**src/rtl/lm75a_poll_ctrl.sv**
```systemverilog
// lm75a_poll_ctrl: periodic I2C read of the LM75A temperature
// register, presented as {MSB, LSB} with a one-cycle valid strobe.
`timescale 1ns/1ps
module lm75a_poll_ctrl #(
  parameter int unsigned CLK_HZ      = 50_000_000,
  parameter int unsigned I2C_HZ      = 100_000,
  parameter int unsigned POLL_CYCLES = 12_500_000,
  parameter logic [6:0]  DEV_ADDR    = 7'h48
) (
  input  logic        clk,
  input  logic        rst_n,
  input  logic        en,
  input  logic        scl_in,
  input  logic        sda_in,
  output logic        scl_oe,
  output logic        sda_oe,
  output logic [15:0] temp_data,
  output logic        data_valid,
  output logic        ack_err,
  output logic        busy
);

  localparam int unsigned QTR = CLK_HZ / (4 * I2C_HZ);
  localparam int unsigned QW  = (QTR > 1) ? $clog2(QTR) : 1;
  localparam int unsigned PW  =
    (POLL_CYCLES > 1) ? $clog2(POLL_CYCLES) : 1;

  localparam logic [QW-1:0] Q_LAST  = QW'(QTR - 1);
  localparam logic [PW-1:0] P_LAST  = PW'(POLL_CYCLES - 1);
  localparam logic [7:0]    ADDR_RD = {DEV_ADDR, 1'b1};

  typedef enum logic [3:0] {
    S_IDLE,
    S_START,
    S_ADDR,
    S_AACK,
    S_RD_MSB,
    S_MACK,
    S_RD_LSB,
    S_MNACK,
    S_STOP
  } state_t;

  state_t        state;
  state_t        state_n;
  logic [1:0]    q;
  logic [1:0]    q_n;
  logic [2:0]    bcnt;
  logic [2:0]    bcnt_n;
  logic [QW-1:0] qcnt;
  logic [PW-1:0] pcnt;
  logic [15:0]   sreg;
  logic          abort;

  logic active;
  logic stall;
  logic tick;
  logic sample;
  logic done;
  logic launch;
  logic shift_en;

  // Open-drain levels for a given phase: {scl low, sda low}.
  // Data bits change SDA in q0 with SCL low; SCL high in q1..q2.
  function automatic logic [1:0] bus_drive(
    input state_t     st,
    input logic [1:0] qq,
    input logic [2:0] bb
  );
    logic scl_l;
    logic sda_l;
    scl_l = (qq == 2'd0) || (qq == 2'd3);
    sda_l = 1'b0;
    unique case (st)
      S_IDLE: scl_l = 1'b0;
      S_START: begin
        scl_l = (qq == 2'd3);
        sda_l = (qq != 2'd0);
      end
      S_ADDR:  sda_l = !ADDR_RD[bb];
      S_MACK:  sda_l = 1'b1;
      S_STOP: begin
        scl_l = (qq == 2'd0);
        sda_l = !qq[1];
      end
      default: sda_l = 1'b0;
    endcase
    return {scl_l, sda_l};
  endfunction

  assign active   = (state != S_IDLE);
  assign stall    = active && (q == 2'd1) && !scl_in;
  assign tick     = active && (qcnt == Q_LAST) && !stall;
  assign sample   = tick && (q == 2'd2);
  assign done     = tick && (q == 2'd3) && (state == S_STOP);
  assign launch   = !active && en && (pcnt == P_LAST);
  assign shift_en = sample &&
    ((state == S_RD_MSB) || (state == S_RD_LSB));

  // Next phase / bit / state, advancing only on a quarter tick.
  always_comb begin
    state_n = state;
    q_n     = q;
    bcnt_n  = bcnt;
    if (launch) begin
      state_n = S_START;
      q_n     = 2'd0;
      bcnt_n  = 3'd7;
    end else if (tick) begin
      q_n = q + 2'd1;
      if (q == 2'd3) begin
        unique case (state)
          S_START: state_n = S_ADDR;
          S_ADDR: begin
            bcnt_n = bcnt - 3'd1;
            if (bcnt == 3'd0) state_n = S_AACK;
          end
          S_AACK: begin
            bcnt_n  = 3'd7;
            state_n = abort ? S_STOP : S_RD_MSB;
          end
          S_RD_MSB: begin
            bcnt_n = bcnt - 3'd1;
            if (bcnt == 3'd0) state_n = S_MACK;
          end
          S_MACK: begin
            bcnt_n  = 3'd7;
            state_n = S_RD_LSB;
          end
          S_RD_LSB: begin
            bcnt_n = bcnt - 3'd1;
            if (bcnt == 3'd0) state_n = S_MNACK;
          end
          S_MNACK: state_n = S_STOP;
          S_STOP:  state_n = S_IDLE;
          default: state_n = S_IDLE;
        endcase
      end
    end
  end

  // State, phase, bus pins and busy move together on a tick.
  always_ff @(posedge clk or negedge rst_n) begin
    if (!rst_n) begin
      state  <= S_IDLE;
      q      <= 2'd0;
      bcnt   <= 3'd7;
      scl_oe <= 1'b0;
      sda_oe <= 1'b0;
      busy   <= 1'b0;
    end else begin
      state  <= state_n;
      q      <= q_n;
      bcnt   <= bcnt_n;
      {scl_oe, sda_oe} <= bus_drive(state_n, q_n, bcnt_n);
      busy   <= (state_n != S_IDLE);
    end
  end

  // Quarter-bit divider; frozen while a slave stretches SCL.
  always_ff @(posedge clk or negedge rst_n) begin
    if (!rst_n) begin
      qcnt <= '0;
    end else if (!active || tick) begin
      qcnt <= '0;
    end else if (!stall) begin
      qcnt <= qcnt + QW'(1);
    end
  end

  // Poll interval counter; only runs while idle and enabled.
  always_ff @(posedge clk or negedge rst_n) begin
    if (!rst_n) begin
      pcnt <= '0;
    end else if (active || !en || launch) begin
      pcnt <= '0;
    end else begin
      pcnt <= pcnt + PW'(1);
    end
  end

  // Read data capture, abort tracking and result publication.
  always_ff @(posedge clk or negedge rst_n) begin
    if (!rst_n) begin
      sreg       <= '0;
      abort      <= 1'b0;
      ack_err    <= 1'b0;
      temp_data  <= '0;
      data_valid <= 1'b0;
    end else begin
      data_valid <= done && !abort;
      if (launch) begin
        sreg  <= '0;
        abort <= 1'b0;
      end
      if (sample && (state == S_AACK) && sda_in) begin
        abort   <= 1'b1;
        ack_err <= 1'b1;
      end
      if (shift_en) begin
        sreg <= {sreg[14:0], sda_in};
      end
      if (done && !abort) begin
        temp_data <= sreg;
        ack_err   <= 1'b0;
      end
    end
  end

endmodule
```
**config.mk**
```make
export PLATFORM = sky130hd
export DESIGN_NAME = lm75a_poll_ctrl
export DESIGN_NICKNAME = d
export VERILOG_FILES = /design/src/rtl/lm75a_poll_ctrl.sv
export SDC_FILE = /design/constraint.sdc
export NUM_CORES = 1
export LEC_CHECK = 0
export ABC_AREA = 1
export CAP_MARGIN = 10
export CORE_MARGIN = 4
export CORE_UTILIZATION = 50
export CTS_CLUSTER_DIAMETER = 120
export DETAILED_ROUTE_END_ITERATION = 8
export PLACE_DENSITY = 0.69
export SLEW_MARGIN = 20
export SYNTH_ARGS = -nofsm -noshare
export SYNTH_HDL_FRONTEND = slang
export SYNTH_SLANG_ARGS = --single-unit
```
**constraint.sdc**
```tcl
create_clock -name clk -period 4.1 [get_ports clk]
set_input_delay 0.615 -clock clk [delete_from_list [all_inputs] [get_ports clk]]
set_output_delay 0.615 -clock clk [all_outputs]
set_load 0.005 [all_outputs]
```
After elaboration in Yosys (flattened, before gate mapping)
Memories as Yosys holds them, arrays and structs flattened.
Index checks and enable logic that the tools add are counted.
- bits in registers: 78
- memory bits (read-only): 8
- input bits: 5
- memories: 1
- memories (memory ; words ; bits a word ; read ports ; clocked after memory_dff ; write ports ; line ; source):
    (name not given) ; 8 ; 1 ; 1 ; 0 ; 0 ; 80 ; S_ADDR: sda_l = !ADDR_RD[bb];
- add/subtract/negate cells: 4
- $lt $le $gt $ge: 1
- eq/ne operators: 19
- mux-type cells: 26
- reduce and logical (&&, ||, !) cells: 36
- operator list (cell ; count):
    2-to-1 mux 16 bit ; 2
    2-to-1 mux 4 bit ; 7
    one-hot mux 4 bit (7 select lines) ; 1
    adder 24 x 1 -> 24 bit, second input constant ; 1
    == test 24 bit, second input constant ; 1
    2-to-1 mux 24 bit ; 1
    == test 4 x 3 -> 1 bit, second input constant ; 5
    2-to-1 mux 7 bit ; 2
    logical AND 1 bit ; 13
    == test 4 x 2 -> 1 bit, second input constant ; 3
    2-to-1 mux 3 bit ; 3
    == test 4 x 1 -> 1 bit, second input constant ; 2
    == test 4 bit, second input constant ; 2
    nonzero test 2 bit ; 4
    nonzero test 4 bit ; 2
    adder 7 x 1 -> 7 bit, second input constant ; 1
    == test 7 bit, second input constant ; 1
    logical NOT 1 bit ; 7
    == test 2 bit, second input constant ; 3
    one-hot mux 3 bit (2 select lines) ; 1
    logical OR 1 bit ; 5
    2-to-1 mux 1 bit ; 5
    logical NOT 4 bit ; 1
    < comparator 3 x 4 -> 1 bit, second input constant ; 1
    11 further kinds ; 12

Depth between registers and ports, before layout
- depth after elaboration: 11
- mapped depth: 19

Worst setup path before layout
No wires, ideal clock.
- kind: reg-to-reg
- from: reg qcnt[0]
- to: reg sda_oe
- arrival time: 1.989 ns
- required time: 3.975 ns
- setup slack: 1.986 ns
- cell stages (with the launch flop): 18
- path buffers: 0
- cells stage by stage: dfrtp_1 > inv_1 > ha_1 > nand2_1 > nor2_1 > nand2_2 > nor2_8 > nand2_2 > inv_2 > nand2_1 > a211oi_1 > nand2_1 > inv_1 > ha_1 > nand2_1 > nand2_1 > nand2_1 > nand3_1
- cells in the longest elaborated chain, start to end: 9
- elaborated cells on any way between the ends: 19
- ends and longest elaborated chain (what ; line ; source):
    start, declared ; 50 ; logic [QW-1:0] qcnt;
    start signal, assigned ; 167 ; qcnt <= qcnt + QW'(1);
    == test 7 bit ; 93 ; assign tick = active && (qcnt == Q_LAST) && !stall;
    logical AND 1 bit (2 in series) ; 93 ;
    2-to-1 mux 3 bit ; 109 ; end else if (tick) begin
    2-to-1 mux 3 bit ; 105 ; if (launch) begin
    net bcnt_n[0] ; 49 ; logic [2:0] bcnt_n;
    memory read (8 x 1 bit) ; -- ;
    2-to-1 mux 1 bit (implied by the code) ; 80 ;
    logical NOT 1 bit ; 80 ;
    one-hot mux 1 bit (4 select lines) ; 74 ; unique case (st)
    end signal, assigned ; 155 ; {scl_oe, sda_oe} <= bus_drive(state_n, q_n, bcnt_n);
    end, declared ; 16 ; output logic sda_oe,
The timed path passes the listed nets, and every way through them passes these cells. The select of a mux whose other input is x is not followed.
A chain may end at the register's enable or synchronous reset.

Worst setup path after layout
Ends and elaborated chain as after synthesis.

==> metrics.md <==
| Metric | Value |
|---|---|
| Antenna viol nets, final | 0 |
| Synth Net Count | 521 |
| Post-route insts no fill | 641 |
| Initial Utilization | 51.2% |
| CP Launch Type | flip-flop |
| Setup Buffers After CTS | 0 |
| Post-route minimum period | 2.58 ns |
| Slowest-stage cell, CP | dfrtp_1 |
| Final hold vios | 0 |
| Inserted Diodes | 0 |
| Max Cap Viol | 0 |
| Mux share of post-synthesis cell area | 0% |
| Commonest cells after routing, fill and taps aside | nand2_1, dfrtp_1, inv_1 |
| Footprint of the multi-input gates | 1870 µm² |
| FF/Latch Area | 1960 µm² |
| CP Cell Sequence | inv_1 > ha_1 > nand2_1 > nor2_1 > nand2_2 > nor2_8 > nand2_2 > inv_2 > nand2_1 > a211oi_1 > nand2_1 > inv_1 > ha_1 > nand2_1 > nand2_1 > nand2_1 > nand3_1 |
| Setup violations, final | 0 |
| Post-Synth XOR/XNOR Area | 1.87% |
| Core area | 8220 µm² |
| Reg-to-Reg End | sda_oe |
| Crit-path max cell delay | 0.41 ns |
| Maximum vdd ir drop | 0.000157 V |
| Register area share after synthesis | 46.5% |
| Initial antenna violation count | 0 |
| Most frequent CP cell | nand2_1 |
| Largest net degree at the start of global routing | 79 |
| CP Data Required Time | 4.35 ns |
| Critical path arrival | 2.83 ns |
| Syn-to-layout area delta | 11.7% |
| Vias per inst | 5.22 |
| Max Buffers Root-to-Sink | 2 |
| CTS clk-pin slew, worst paths | 0.10 ns |
| Leak | 0.00214 µW |
| WL per Instance | 12.8 µm |
| Post-synthesis area per instance | 8.33 µm² |
| Largest area contributor in the netlist | dfrtp_1 |
| Pre-CTS WS | 1.18 ns |
| #FFs+latches synth | 78 |
| CTS Hold Buffers Added | 0 |
| Pwr Total | 1350 µW |
| Fraction of layout cells with a size suffix above 1 | 11.9% |
| PortBufs | 25 |
| Yosys warns | 0 |
| Hpwl dp | 5.89 mm |
| Cell Area, Synth | 4210 µm² |
| Grt ovf | 0 |
| Sum Neg Setup Slack | 0 ns |
| CTS Buf Count | 9 |
| Final wirelength | 8.23 mm |
| Period utilization | 62.9% |
| Fillers | 737 |
| Width of the die | 99.7 µm |
| Cts repair resizes | 0 |
| Simple-gate share of the synthesized area | 32.1% |
| Slew @ Worst Pin | 0.943 ns |
| Skew final | 0.0171 ns |
| Placed cells | 625 |
| Power density over cell area | 288 nW/µm² |
| Top cell type's share of synthesized area | 44.6% |
| Routed via count | 3,344 |
| Reg-to-reg critical path startpoint | qcnt[0] |
| Final worst setup slack | 1.52 ns |
| Most common cell after layout, fill and taps aside | nand2_1 |
| CTS tree | built |
| Status | finished clean |
| H-tree Lvls | 3 |
| Root buffer cell | clkbuf_8 |
| Synth top area cells | dfrtp_1, nand2_1, inv_1 |
| WS Path Type | flip-flop to flip-flop |
| All-layer global routing usage | 18.2% |
| Num rows | 33 |
| Post-layout nets | 547 |
| Adder-cell area share of the yosys netlist | 3.27% |
| Number of global-route vias before repair | 3,281 |
| Post-synthesis compound-gate area fraction | 7.29% |
| CP Buf/Inv Count | 3 |
| Placer Congestion | 0.833 |
| Util after Layout | 57.1% |
| Ys async rst share | 100% |
| First-pass GRT wire length | 14.8 mm |
| Setup slack, reg-to-reg | 1.52 ns |
| First drt pass iteration count | 4 |
| DRC Markers | 0 |
| Die span in y | 99.7 µm |
| Max_slew headroom | 37.1% |
| RSZ-0062 raised after global routing | false |
| Sink Count | 78 |
| Peak Freq | 388 MHz |
| Top delay family on crit path | simple AND/OR/NAND/NOR gates |
| Gate Count Post-Synth | 505 |
| Synth Flop Type | dfrtp_1 |
| Number of enable flip-flop cells after synthesis | 0 |
| Worst reg2reg path depth | 17 |
| Die area | 9940 µm² |
| Crit Path Max Fanout | 13 |
| Initial drt markers | 152 |
| Clk_lat worst skew | 0.36 ns |
| Fin. max-slew vios | 0 |
| Io pins | 26 |
| Largest family of logic cells by synthesized area | simple AND/OR/NAND/NOR gates |
| Min-delay worst type | input pin to asynchronous set/reset pin |
| Synth cell types | 37 |
| Critical Path End Type | flip-flop |
per-stage QoR:
stage | cell area, µm² | hold WS [ns]
3_5_place_dp | 4510 | 0.476
5_1_grt | 4700 | 0.474
2_1_floorplan | 4210 | 0.319
6_report | 4700 | 0.384
4_1_cts | 4700 | 0.428
3_3_place_gp | 4510 | 0.464
routing by layer:
metal  up-vias  share of wire, %  track usage [%]  wire length (µm)
met5         -                 0                0                 0
met4         0               1.7             6.62               138
met3        12               3.1             4.07               258
met2        53                46             28.9              3800
met1      1592                49             24.6              4030
li1       1687                 -                -                 -
area by class of cell:
type	instances	share of cell area [%]
timing repair buffer	25	5.28
inverter	80	6.39
tap	105	2.80
clock inverter	7	1.39
sequential	78	41.6
multi-input combinational	337	39.9
clock buffer	9	2.64
kinds of logic after synthesis:
family | count (synthesis)
AND/OR/NAND/NOR | 264
AO/OA/AOI/OAI | 53
flip-flops | 78
buffers and inverters | 90
adder cells (fa/ha/maj) | 11
XOR/XNOR | 9
state kept, by name, indices dropped and copies added (netlist names), 2 cells and up:
register and cells:
pcnt 24, sreg 16, temp_data 16, qcnt 7
state 4, bcnt 3, q 2
power by group:
group / internal, µW / switching [µW] / total (µW)
clock: 235 / 327 / 561
combinational: 3.67 / 16.0 / 19.7
sequential: 769 / 0.125 / 769
synth_stat cells (2+ instances only):
master   count
nand2_1     97
dfrtp_1     75
inv_1       73
nor2_1      54
nand3_1     25
nor3_1      21
nand4_1     16
o21ai_1     16
o22ai_1     16
ha_1        11
a21oi_1     10
nand2_2     10
xor2_1       8
buf_2        7
inv_2        6
nor2_2       6
nor4_1       6
o21ai_0      6
nand2_4      5
nand3_2      5
nor2_4       5
and3_1       4
nor3b_1      4
dfstp_2      3
buf_6        2
nand3_4      2
nor3_2       2
how the worst max path moves through the flow:
stage	cells past startpoint	slack (ns)	startpoint	end
floorplan	17	1.99	qcnt[0]	sda_oe
global placement	16	1.29	scl_in	sda_oe
detailed placement	16	1.18	scl_in	sda_oe
CTS	17	1.51	qcnt[0]	sda_oe
global route	17	1.25	qcnt[0]	sda_oe
finish	17	1.52	qcnt[0]	sda_oe
No activity file was read; power rests on OpenSTA's default activity.
